`config.mk`:
```
export PLATFORM = sky130hd
export DESIGN_NAME = fake_netlist_bist_ctrl
export DESIGN_NICKNAME = d
export VERILOG_FILES = /design/src/rtl/fake_netlist_bist_ctrl.sv
export SDC_FILE = /design/constraint.sdc
export NUM_CORES = 1
export LEC_CHECK = 0
export CORE_ASPECT_RATIO = 1.2
export CORE_MARGIN = 3
export CORE_UTILIZATION = 27
export CTS_CLUSTER_SIZE = 28
export DETAILED_ROUTE_END_ITERATION = 7
export PLACE_DENSITY_LB_ADDON = 0.15
export SLEW_MARGIN = 20
export SYNTH_ARGS = -nofsm -noshare
export SYNTH_HDL_FRONTEND = slang
export SYNTH_SLANG_ARGS = --single-unit
```
`constraint.sdc`:
```
create_clock -name clk -period 6.6 [get_ports clk]
set_input_delay 1.98 -clock clk [delete_from_list [all_inputs] [get_ports clk]]
set_output_delay 1.98 -clock clk [all_outputs]
set_load 0.02 [all_outputs]
```
`src/rtl/fake_netlist_bist_ctrl.sv`:
```
// Pseudo-random BIST sequencer: LFSR drives the netlist inputs, a 16-bit MISR compacts the
// single netlist output, and the final signature is compared against a golden value.
module fake_netlist_bist_ctrl #(
  parameter int unsigned N_IN     = 13,
  parameter int unsigned PATTERNS = 256,
  parameter int unsigned SETTLE   = 2,
  parameter logic [15:0] SEED     = 16'hACE1,
  parameter logic [15:0] GOLDEN   = 16'h0000
) (
  input  logic            clk,
  input  logic            rst,
  input  logic            start,
  input  logic            abort,
  input  logic            dut_out,
  output logic [N_IN-1:0] dut_in,
  output logic            busy,
  output logic            done,
  output logic            pass,
  output logic [15:0]     signature,
  output logic [15:0]     pat_cnt
);

  localparam int unsigned SCNT_W = (SETTLE > 1) ? $clog2(SETTLE) : 1;
  localparam logic [SCNT_W-1:0] SCNT_LOAD = SCNT_W'(SETTLE - 1);
  localparam logic [15:0] LAST_PAT = 16'(PATTERNS - 1);

  localparam logic [2:0] StIdle    = 3'd0;
  localparam logic [2:0] StSeed    = 3'd1;
  localparam logic [2:0] StSettle  = 3'd2;
  localparam logic [2:0] StCapture = 3'd3;
  localparam logic [2:0] StDone    = 3'd4;

  // Galois form of x^16+x^14+x^13+x^11+1.
  function automatic logic [15:0] lfsr_step(input logic [15:0] cur);
    lfsr_step = (cur >> 1) ^ (cur[0] ? 16'hB400 : 16'h0000);
  endfunction

  function automatic logic [15:0] misr_step(input logic [15:0] cur, input logic bit_in);
    misr_step = {cur[14:0], 1'b0} ^ (cur[15] ? 16'h002D : 16'h0000) ^ {15'b0, bit_in};
  endfunction

  logic [2:0]        state_q, state_d;
  logic [15:0]       lfsr_q, lfsr_d;
  logic [15:0]       sig_q, sig_d;
  logic [15:0]       cnt_q, cnt_d;
  logic [SCNT_W-1:0] scnt_q, scnt_d;
  logic [N_IN-1:0]   din_q, din_d;
  logic [15:0]       lfsr_next;
  logic              go;

  assign lfsr_next = lfsr_step(lfsr_q);
  assign go        = start && !abort;

  always_comb begin
    state_d = state_q;
    lfsr_d  = lfsr_q;
    sig_d   = sig_q;
    cnt_d   = cnt_q;
    scnt_d  = scnt_q;
    din_d   = din_q;
    // Abort wins over any state action; run state is frozen where it stood.
    if (abort && (state_q != StIdle)) begin
      state_d = StIdle;
    end else begin
      case (state_q)
        StIdle: begin
          if (go) state_d = StSeed;
        end
        StSeed: begin
          lfsr_d  = SEED;
          sig_d   = 16'h0000;
          cnt_d   = 16'h0000;
          scnt_d  = SCNT_LOAD;
          din_d   = SEED[N_IN-1:0];
          state_d = StSettle;
        end
        StSettle: begin
          if (scnt_q == '0) begin
            state_d = StCapture;
          end else begin
            scnt_d = scnt_q - SCNT_W'(1);
          end
        end
        StCapture: begin
          sig_d  = misr_step(sig_q, dut_out);
          cnt_d  = cnt_q + 16'd1;
          lfsr_d = lfsr_next;
          din_d  = lfsr_next[N_IN-1:0];
          if (cnt_q == LAST_PAT) begin
            state_d = StDone;
          end else begin
            scnt_d  = SCNT_LOAD;
            state_d = StSettle;
          end
        end
        StDone: begin
          if (go) state_d = StSeed;
        end
        default: state_d = StIdle;
      endcase
    end
  end

  always_ff @(posedge clk) begin
    if (rst) begin
      state_q <= StIdle;
      lfsr_q  <= 16'h0000;
      sig_q   <= 16'h0000;
      cnt_q   <= 16'h0000;
      scnt_q  <= '0;
      din_q   <= '0;
    end else begin
      state_q <= state_d;
      lfsr_q  <= lfsr_d;
      sig_q   <= sig_d;
      cnt_q   <= cnt_d;
      scnt_q  <= scnt_d;
      din_q   <= din_d;
    end
  end

  assign dut_in    = din_q;
  assign signature = sig_q;
  assign pat_cnt   = cnt_q;
  assign busy      = (state_q == StSeed) || (state_q == StSettle) || (state_q == StCapture);
  assign done      = (state_q == StDone);
  assign pass      = done && (sig_q == GOLDEN);

endmodule
```
==> results.md <==
- Post-synthesis cell area: 2330 µm²
- Reg2Reg Launch Point: state_q[2]
- Drt pass-1 iters: 4
- RSZ-0062 raised after global routing: no
- Lkg Pwr: 0.938 nW
- Slowest cell on crit path: or4_1
- Clock buffer count from CTS: 5
- CP Launch Type: input pin
- Post-Synthesis Net Count: 292
- DR WL/cell: 14.0 µm
- Cts hold-fix bufs: 0
- Worst EP arrival: 4370 ps
- Top Ports: 53
- DRT iter0 DRCs: 54
- CP endpoint kind: flop
- Total wire length: 6040 µm
- Die X: 90.7 µm
- Hold wc startpoint: lfsr_q[14]
- DP HPWL: 3950 µm
- Total grt overflow: 0
- CP Class: in -> reg
- Core ar.: 8240 µm²
- Outcome: finished clean
- Clock-pin slew on the worst setup and hold paths: 90 ps
- Die height: 108 µm
- # Post-CTS Setup Buffers: 0
- CP Launch Point: abort
- CTS H-tree lvls: 2
- PortBufs: 52
- Worst path cell trace: clkdlybuf4s50_1 > or3b_1 > buf_4 > or3_1 > or4_1 > a21oi_1
- Clock Latency Late Sink: 300 ps
- Slew @ Worst Pin: 503 ps
- Initial antenna violation count: 0
- Net count, final: 323
- Mapped Cells: 286
- Final core occ: 35.7%
- Non-Filler Instances: 432
- DRC Markers: 0
- Clock skew: 4.61 ps
- Final Cycle Share: 62.7%
- Final TNS setup: 0 ps
- Vias in the first global route: 1,954
- Syn. warnings: 0
- Worst reg2reg setup slack: 4260 ps
- Fmax: 0.242 GHz
- Total number of vias: 2,066
- Die area: 9770 µm²
- Post-route ant nets: 0
- Post-Place Worst Slack: 2170 ps
- Top-area cell type share of the netlist area: 44.8%
- Clk sinks: 52
- Final hold violations: 0
- Crit path buf inv count: 2
- Slew Limit Headroom: 66.0%
- Final setup fails: 0
- Layout area overhead: 26.4%
- DR vias/cell: 4.78
- Most common cell in the netlist: dfxtp_1
- All-Layer GR Usage: 12.6%
- Inserted Diodes: 0
- Yosys reg bits: 52
- Final setup margin: 2460 ps
- TritonCTS clock tree: yes
- Yosys top cell by area: dfxtp_1
- Worst Path Required: 6840 ps
- Worst min path class: reg -> reg
- Max incr delay on CP: 530 ps
- # fillers: 874
- Largest net degree at the start of global routing: 42
- Placed Area: 2850 µm²
- # rows: 36
- Ratio of cells with drive above 1 in the final layout: 4.40%
- Top post-synthesis cells by count: dfxtp_1 (52), nand2_1 (43), a21oi_1 (31)
- Post-synth top flop: dfxtp_1
- Post-Syn Area per Cell: 8.13 µm²
- RD Place Congestion: 0.709
- Post-synth EDFFs: 0
- Final max-slew violation count: 0
- Synth async-reset ratio: 0%
- Max VDD drop: 76.3 µV
- Crit path max fanout: 41
- Clock Root Buffer: clkbuf_8
- Placed Instances: 424
- Final instance area: 2940 µm²
- Count of cell types in the netlist: 35
- Bufs on Longest Clock Path: 2
- Power density cells: 189 nW/µm²
- CP delay by family, top: simple AND/OR/NAND/NOR gates
- First-pass GRT wire length: 9970 µm
- Final worst path period need: 4140 ps
- Post-cts sizing count: 0
- Maxcap violations: 0
- Starting Density: 28.2%
- Area contributors post-synth: dfxtp_1 (45%), nand2_1 (6.9%), a21oi_1 (6.7%), nand3_1 (5.4%), buf_4 (4.2%)
- Seq/Total Area, Yosys: 44.8%
-- power by group --
group / internal [mW] / leakage (nW) / switching (mW)
registers: 0.318 / 0.420 / 0.00479
clock network: 0.0858 / 0.0455 / 0.0988
logic: 0.0187 / 0.473 / 0.0303
total: 0.423 / 0.938 / 0.134
-- stage by stage --
stage          hold slack, ps  power, mW
3_5_place_dp              463      0.381
2_1_floorplan             441      0.364
5_1_grt                   498      0.581
4_1_cts                   477      0.567
6_report                  472      0.557
3_3_place_gp              457      0.381
-- worst min-delay path: stages, from the launching register on --
cell,delay (ps)
dfxtp_1,330
nand2_1,50
a21oi_1,50
-- sequential cells by signal, summed over array words and instances (netlist names) --
name       flops
state_q        3
scnt_q         1
lfsr_q        16
pat_cnt       16
signature     16
-- cells by family after synthesis --
logic type | count (synthesis) | synth area share, %
AO/OA/AOI/OAI | 46 | 11.0
multiplexers | 1 | 0.430
flip-flops | 52 | 44.8
adder cells (fa/ha/maj) | 2 | 0.968
XOR/XNOR | 16 | 6.02
buffers and inverters | 37 | 8.44
AND/OR/NAND/NOR | 132 | 28.4
-- placed cells by master, fill, tap and decap left out, types with 3 or more instances in the layout --
| cell type | count |
|---|---|
| xnor2_1 | 8 |
| dfxtp_1 | 52 |
| clkdlybuf4s50_1 | 52 |
| inv_1 | 4 |
| and2_1 | 3 |
| xor2_1 | 8 |
| nor3_1 | 5 |
| nand3_1 | 25 |
| nand4_1 | 3 |
| or3_1 | 8 |
| clkbuf_8 | 6 |
| a21oi_1 | 31 |
| buf_4 | 5 |
| nor2_1 | 19 |
| nand2_1 | 43 |
| o31ai_1 | 3 |
| nor4_1 | 9 |
| nor3b_1 | 6 |
| or4_1 | 3 |
| o21ai_0 | 4 |
-- routing by layer --
layer	vias up	global-route usage, %	share of wire, %
li1	1038	-	-
met1	967	16.1	47
met2	53	21.2	47
met3	8	2.94	5.6
met4	0	3.61	1.1
met5	-	0	0
-- worst paths after layout --
path | endpoint | cells after the start
setup / recovery | pat_cnt[15] | 6
hold reg to reg | lfsr_q[14] | 2
hold / removal | lfsr_q[14] | 2
setup reg to reg | pat_cnt[15] | 5
-- layout make-up --
cell class                      count  area (µm²)  area share, %
Timing Repair Buffer               57         558           19.0
Sequential cell                    52        1040           35.4
Clock buffer                        8        90.1           3.06
Multi-Input combinational cell    197        1090           37.2
Tap cell                          114         143           4.85
Inverter                            4        15.0          0.511
Note: power is estimated with default switching activity, not from simulation.
